==> src/rtl/types_pkg.sv <==
// Shared pipeline types: dispatch record, reservation-station entry, FU encodings.
// Latency: none (types and constants only).
// Backpressure: not applicable.
package types_pkg;

    localparam int RS_DEPTH = 8;
    localparam int PREG_W   = 7;

    localparam logic [1:0] FU_ALU = 2'd0;
    localparam logic [1:0] FU_MEM = 2'd1;
    localparam logic [1:0] FU_BR  = 2'd2;

    typedef struct packed {
        logic [6:0]        opcode;
        logic [PREG_W-1:0] prd;
        logic [PREG_W-1:0] pr1;
        logic              pr1_ready;
        logic [PREG_W-1:0] pr2;
        logic              pr2_ready;
        logic [31:0]       imm;
        logic [4:0]        rob_index;
    } dispatch_pipeline_data;

    typedef struct packed {
        logic              valid;
        logic [6:0]        opcode;
        logic [PREG_W-1:0] prd;
        logic [PREG_W-1:0] pr1;
        logic              pr1_ready;
        logic [PREG_W-1:0] pr2;
        logic              pr2_ready;
        logic [31:0]       imm;
        logic [4:0]        rob_index;
        logic [2:0]        age;
        logic [1:0]        fu;
    } rs_data;

endpackage

==> src/rtl/rs_select.sv <==
// Oldest-ready picker: one-hot grant of the eligible entry with the largest age.
// Latency: purely combinational.
// Backpressure: none; the caller decides whether the grant is consumed.
module rs_select #(
    parameter int DEPTH = 8,
    parameter int AGE_W = 3
) (
    input  logic [DEPTH-1:0]            eligible,
    input  logic [DEPTH-1:0][AGE_W-1:0] age,
    output logic [DEPTH-1:0]            grant,
    output logic                        any
);

    logic [AGE_W-1:0] best_age;

    // Linear scan keeping the largest age seen; valid ages are unique so no tie-break is needed.
    always_comb begin
        grant    = '0;
        any      = 1'b0;
        best_age = '0;
        for (int i = 0; i < DEPTH; i++) begin
            if (eligible[i] && (!any || (age[i] > best_age))) begin
                grant    = '0;
                grant[i] = 1'b1;
                any      = 1'b1;
                best_age = age[i];
            end
        end
    end

endmodule

==> src/rtl/reservation_station.sv <==
// Issue queue holding dispatched ops until both sources are ready, then issuing oldest-ready first.
// Latency: dispatch->issue >= 1 cycle; wakeup->issue 1 cycle (0 with RS_WAKEUP_ISSUE_EN defined).
// Backpressure: disp_ready drops when all entries are full; issue_valid holds the pick until issue_ready.
module reservation_station
    import types_pkg::*;
#(
    parameter int DEPTH      = RS_DEPTH,
    parameter int NUM_WAKEUP = 3,
    parameter int PREG_W     = 7
) (
    input  logic                           clk,
    input  logic                           reset,
    input  logic                           flush,
    input  logic                           disp_valid,
    output logic                           disp_ready,
    input  dispatch_pipeline_data          disp_data,
    input  logic [1:0]                     disp_fu,
    input  logic [NUM_WAKEUP-1:0]          wk_valid,
    input  logic [NUM_WAKEUP*PREG_W-1:0]   wk_prd,
    output logic                           issue_valid,
    input  logic                           issue_ready,
    output rs_data                         issue_data,
    output logic [$clog2(DEPTH+1)-1:0]     free_count
);

    localparam int AGE_W = $clog2(DEPTH);
    localparam int CNT_W = $clog2(DEPTH+1);

    rs_data                      ent_q [DEPTH];
    rs_data                      new_ent;
    logic [DEPTH-1:0]            hit1, hit2, rdy1, rdy2, elig, grant;
    logic [DEPTH-1:0][AGE_W-1:0] ages;
    logic                        any_rdy;
    logic [AGE_W-1:0]            sel_age;
    logic [AGE_W-1:0]            alloc_idx;
    logic                        do_alloc, do_issue;

    function automatic logic wk_hit(input logic [PREG_W-1:0]            tag,
                                    input logic [NUM_WAKEUP-1:0]        vld,
                                    input logic [NUM_WAKEUP*PREG_W-1:0] prd);
        logic hit;
        hit = 1'b0;
        for (int i = 0; i < NUM_WAKEUP; i++)
            if (vld[i] && (prd[i*PREG_W +: PREG_W] == tag))
                hit = 1'b1;
        return hit;
    endfunction

    // Per-entry wakeup matches and selection eligibility (optionally including this cycle's wakeups).
    always_comb begin
        for (int e = 0; e < DEPTH; e++) begin
            hit1[e] = wk_hit(ent_q[e].pr1, wk_valid, wk_prd);
            hit2[e] = wk_hit(ent_q[e].pr2, wk_valid, wk_prd);
`ifdef RS_WAKEUP_ISSUE_EN
            rdy1[e] = ent_q[e].pr1_ready | hit1[e];
            rdy2[e] = ent_q[e].pr2_ready | hit2[e];
`else
            rdy1[e] = ent_q[e].pr1_ready;
            rdy2[e] = ent_q[e].pr2_ready;
`endif
            elig[e] = ent_q[e].valid & rdy1[e] & rdy2[e];
            ages[e] = ent_q[e].age;
        end
    end

    rs_select #(
        .DEPTH (DEPTH),
        .AGE_W (AGE_W)
    ) u_select (
        .eligible (elig),
        .age      (ages),
        .grant    (grant),
        .any      (any_rdy)
    );

    // Mux the granted entry onto the issue port with the ready bits that made it eligible.
    always_comb begin
        issue_data = '0;
        sel_age    = '0;
        for (int e = 0; e < DEPTH; e++) begin
            if (grant[e]) begin
                issue_data           = ent_q[e];
                issue_data.valid     = 1'b1;
                issue_data.pr1_ready = rdy1[e];
                issue_data.pr2_ready = rdy2[e];
                sel_age              = ent_q[e].age;
            end
        end
        issue_valid = any_rdy & ~flush;
        do_issue    = issue_valid & issue_ready;
    end

    // Free-slot count, lowest free index, and the record written on allocate.
    always_comb begin
        free_count = '0;
        alloc_idx  = '0;
        for (int e = DEPTH-1; e >= 0; e--) begin
            if (!ent_q[e].valid) begin
                free_count = free_count + CNT_W'(1);
                alloc_idx  = AGE_W'(e);
            end
        end
        disp_ready = (free_count != '0) && !reset;
        do_alloc   = disp_valid & disp_ready & ~flush;

        new_ent           = '0;
        new_ent.valid     = 1'b1;
        new_ent.opcode    = disp_data.opcode;
        new_ent.prd       = disp_data.prd;
        new_ent.pr1       = disp_data.pr1;
        new_ent.pr2       = disp_data.pr2;
        new_ent.pr1_ready = disp_data.pr1_ready | (disp_data.pr1 == '0) |
                            wk_hit(disp_data.pr1, wk_valid, wk_prd);
        new_ent.pr2_ready = disp_data.pr2_ready | (disp_data.pr2 == '0) |
                            wk_hit(disp_data.pr2, wk_valid, wk_prd);
        new_ent.imm       = disp_data.imm;
        new_ent.rob_index = disp_data.rob_index;
        new_ent.age       = '0;
        new_ent.fu        = disp_fu;
    end

    // Entry state: flush/reset clear all, issue frees, allocate writes, wakeups set ready, ages track order.
    always_ff @(posedge clk) begin
        if (reset || flush) begin
            for (int e = 0; e < DEPTH; e++)
                ent_q[e] <= '0;
        end else begin
            for (int e = 0; e < DEPTH; e++) begin
                if (do_issue && grant[e]) begin
                    ent_q[e].valid <= 1'b0;
                end else if (do_alloc && (alloc_idx == AGE_W'(e))) begin
                    ent_q[e] <= new_ent;
                end else if (ent_q[e].valid) begin
                    ent_q[e].pr1_ready <= ent_q[e].pr1_ready | hit1[e];
                    ent_q[e].pr2_ready <= ent_q[e].pr2_ready | hit2[e];
                    ent_q[e].age       <= ent_q[e].age + AGE_W'(do_alloc)
                                        - AGE_W'(do_issue && (ent_q[e].age > sel_age));
                end
            end
        end
    end

endmodule

==> config.mk <==
export PLATFORM = sky130hd
export DESIGN_NAME = reservation_station
export DESIGN_NICKNAME = d
export VERILOG_FILES = /design/src/rtl/types_pkg.sv /design/src/rtl/rs_select.sv /design/src/rtl/reservation_station.sv
export SDC_FILE = /design/constraint.sdc
export NUM_CORES = 1
export LEC_CHECK = 0
export ABC_AREA = 1
export BUFFER_PORTS_ARGS = -buffer_cell sky130_fd_sc_hd__buf_2
export CELL_PAD_IN_SITES_DETAIL_PLACEMENT = 1
export CELL_PAD_IN_SITES_GLOBAL_PLACEMENT = 2
export CORE_ASPECT_RATIO = 1.4
export CORE_UTILIZATION = 40
export DETAILED_ROUTE_END_ITERATION = 8
export PLACE_DENSITY = 0.8
export REMOVE_ABC_BUFFERS = 1
export SYNTH_ARGS = -nofsm -noshare
export SYNTH_HDL_FRONTEND = slang
export SYNTH_SLANG_ARGS = --single-unit
==> constraint.sdc <==
create_clock -name clk -period 18.3 [get_ports clk]
set_input_delay 1.83 -clock clk [delete_from_list [all_inputs] [get_ports clk]]
set_output_delay 1.83 -clock clk [all_outputs]
set_load 0.01 [all_outputs]
==> impl_metrics.yaml <==
status:
  status: "finished with violations"
  violations: "max-capacitance violations"
clocking:
  clkSinkCount: 584
  ctsHoldBuffers: 0
  clockRootBuffer: "clkbuf_16"
  numCtsBuffers: 60
  worstSkewPairLatency_ps: 670
  post_cts_buffers: 0
  cts_tree: "done"
  cts_resized: 0
  h-tree-depth: 2
  clk_path_buf_depth: 3
  cts.clk_slew.worst_paths_ps: 70
synth:
  synth_area_sq_um: 31600
  yosysWarnings: 0
  synthCells: 3332
  synth_edf_count: 584
  avgSynthCellArea_sq_um: 9.48
  synth-async-reset-ratio: 0
  ys_ff_latch: 584
  synth_cell_type_count: 54
  synth_flop_cell: "edfxtp_1"
  yosysSeqAreaShare: 0.555
timing:
  period_minus_slack_ps: 15030
  rsz0062_at_grt: "false"
  skew_ps: 32.8
  max_slew.worst_pin.slew_ps: 1450
  setup_viol: 0
  finalMaxSlewViolations: 0
  finalCritPeriodShare: 0.821
  relSlewSlack: 0.0227
  finalSetupTns_ps: 0
  fin_hold_ws_ps: 619
  hold_viol: 0
  fmax_ghz: 0.0666
global_route:
  grt_start_max_net_pins: 59
  grt_overflow: 0
  grt_pass1_vias: 29245
  antenna_found_initial: 24
  grt_pass1_wl_mm: 194
  gr-usage-all-layers: 0.335
floorplan:
  dieArea_sq_um: 80100
  initial_utilization: 0.405
  die_w_um: 240
  die_h_um: 335
  rows: 121
  design.core.area_sq_um: 78000
  io_pins: 177
place:
  dp_hpwl_mm: 85.5
  portBuffers: 176
  gp_congestion: 0.952
detailed_routing:
  remaining_drc_errors: 0
  first_pass_iters: 6
  ant_nets: 0
  dr.first_iter.drc_count: 2105
  drt-total-wl_mm: 134
  routedWlPerCell_um: 29.6
  num_vias: 27402
  avgViaCountPerCell: 6.03
power:
  irDropWorstVdd_uv: 79.5
  leakage_nw: 14.7
  p_sw_w: 0.000880
  p_total_w: 0.00330
  power.density_nw_per_um2: 92.7
  combPwrFrac: 0.116
  power_frac_seq: 0.488
  sw_frac_of_total: 0.267
  clockPowerShare: 0.396
  p_int_w: 0.00242
worst_setup_path:
  crit_arrival_ps: 13200
  required_ps: 16470
  cp_slowest_cell: "nand2_1"
  crit_path_end_kind: "output pin"
  r2r_slack_ps: 4020
  critPathMaxFanout: 44
  setup.worst_path.start_class: "flop"
  path_class: "reg -> out"
  crit_top_cell: "nand2_1"
  cpPeakStageDelay_ps: 830
finish:
  layout_commonest_cell: "nand2_1"
  reg_top3: "ent_q x584"
  drive_gt1_frac: 0.114
  top_register: "ent_q"
  utilization: 0.456
  areaGrowthSynthToFinish_pct: 12.6
  nets: 3608
  largest_register_ffs: 584
  mostFrequentLayoutCells: "627 x nand2_1, 584 x edfxtp_1, 554 x nor2_1"
  final.fill_count: 8854
flow_run:
  cap_violations: 1
min_path:
  hp-class: "reg -> reg"
cell type report:
type	instances	area (sq um)	share of cell area
sequential	584	17500	0.493
multi-input combinational	2223	12100	0.340
timing repair buffer	227	1260	0.0355
clock inverter	41	470	0.0132
tap	1045	1310	0.0368
clock buffer	69	1580	0.0444
antenna	10	25.0	0.000703
inverter	345	1300	0.0365
critical path, delay by kind of cell (launching register included):
family	cells	cell delay, ps
buf+inv	5	1850
compound gates	18	2710
simple gates	35	5030
flops	1	570
fa+ha+maj	7	2290
path summary, 6_finish.rpt:
| check | from | end | cells after the start |
|---|---|---|---|
| max | ent_q[0][72] | issue_data[52] | 65 |
| min | ent_q[0][188] | ent_q[0][188] | 2 |
| max reg2reg | ent_q[0][72] | ent_q[0][4] | 74 |
| min reg2reg | ent_q[0][188] | ent_q[0][188] | 2 |
power groups by stage:
stage / sequential, W / clock [W] / combinational (W)
2_1_floorplan: 0.00161 / 0 / 0.000214
3_3_place_gp: 0.00163 / 0 / 0.000370
3_5_place_dp: 0.00164 / 0 / 0.000377
4_1_cts: 0.00161 / 0.00132 / 0.000379
5_1_grt: 0.00161 / 0.00136 / 0.000411
6_report: 0.00161 / 0.00131 / 0.000383
cells in the mapped netlist (4+ instances only):
library cell	count	area (sq um)
o2111ai_1	42	368
nor3_2	20	200
nor2_1	557	2090
nand4_1	52	325
inv_1	321	1200
o41ai_1	4	35.0
ha_1	61	763
a2111oi_0	7	61.3
clkinv_1	14	52.6
nand3_1	146	731
clkbuf_1	108	405
xor2_2	4	65.1
o21ai_0	80	400
buf_6	5	56.3
edfxtp_1	584	17500
nor2_4	4	45.0
o21bai_1	10	75.1
buf_2	41	205
a221oi_1	95	832
a31oi_1	6	37.5
xnor2_1	54	473
inv_2	10	37.5
nand2_1	635	2380
nand2_2	8	50.1
or2_2	9	56.3
o211ai_1	18	135
o221ai_1	27	236
a22oi_1	8	60.1
nor4_1	26	163
xor2_1	57	499
buf_1	24	90.1
o22ai_1	88	551
a221o_1	16	160
fa_1	8	160
nor3_1	21	105
a21oi_1	130	651
per-layer routing:
layer  wire (um)  track usage  vias up
met5         176            0        -
met4        7000        0.167       30
met2       67100        0.586     1177
li1            -            -    11876
met1       51400        0.395    13907
met3        8670       0.0542      412
kinds of logic (layout without fill, tap and decap cells):
kind of cell               count (synthesis)  after routing  synth area share
other                                      0             10                 0
xor gates and xnor gates                 115            115            0.0328
DFF                                      584            584             0.555
AOI/OAI and AO/OA                        552            552             0.120
and+or+nand+nor                         1487           1487             0.197
adders and majority gates                 69             69            0.0292
buffers and inverters                    525            682            0.0654
through the flow:
step,instance area [sq um],instances,setup WS [ps]
after floorplan,30800,3152,5060
after global placement,33500,4424,4280
after detailed placement,33500,4424,4060
after CTS,35500,4534,3340
after global routing,35600,4542,1980
final,35600,4544,3270
Power figures use the tool's default switching activity.
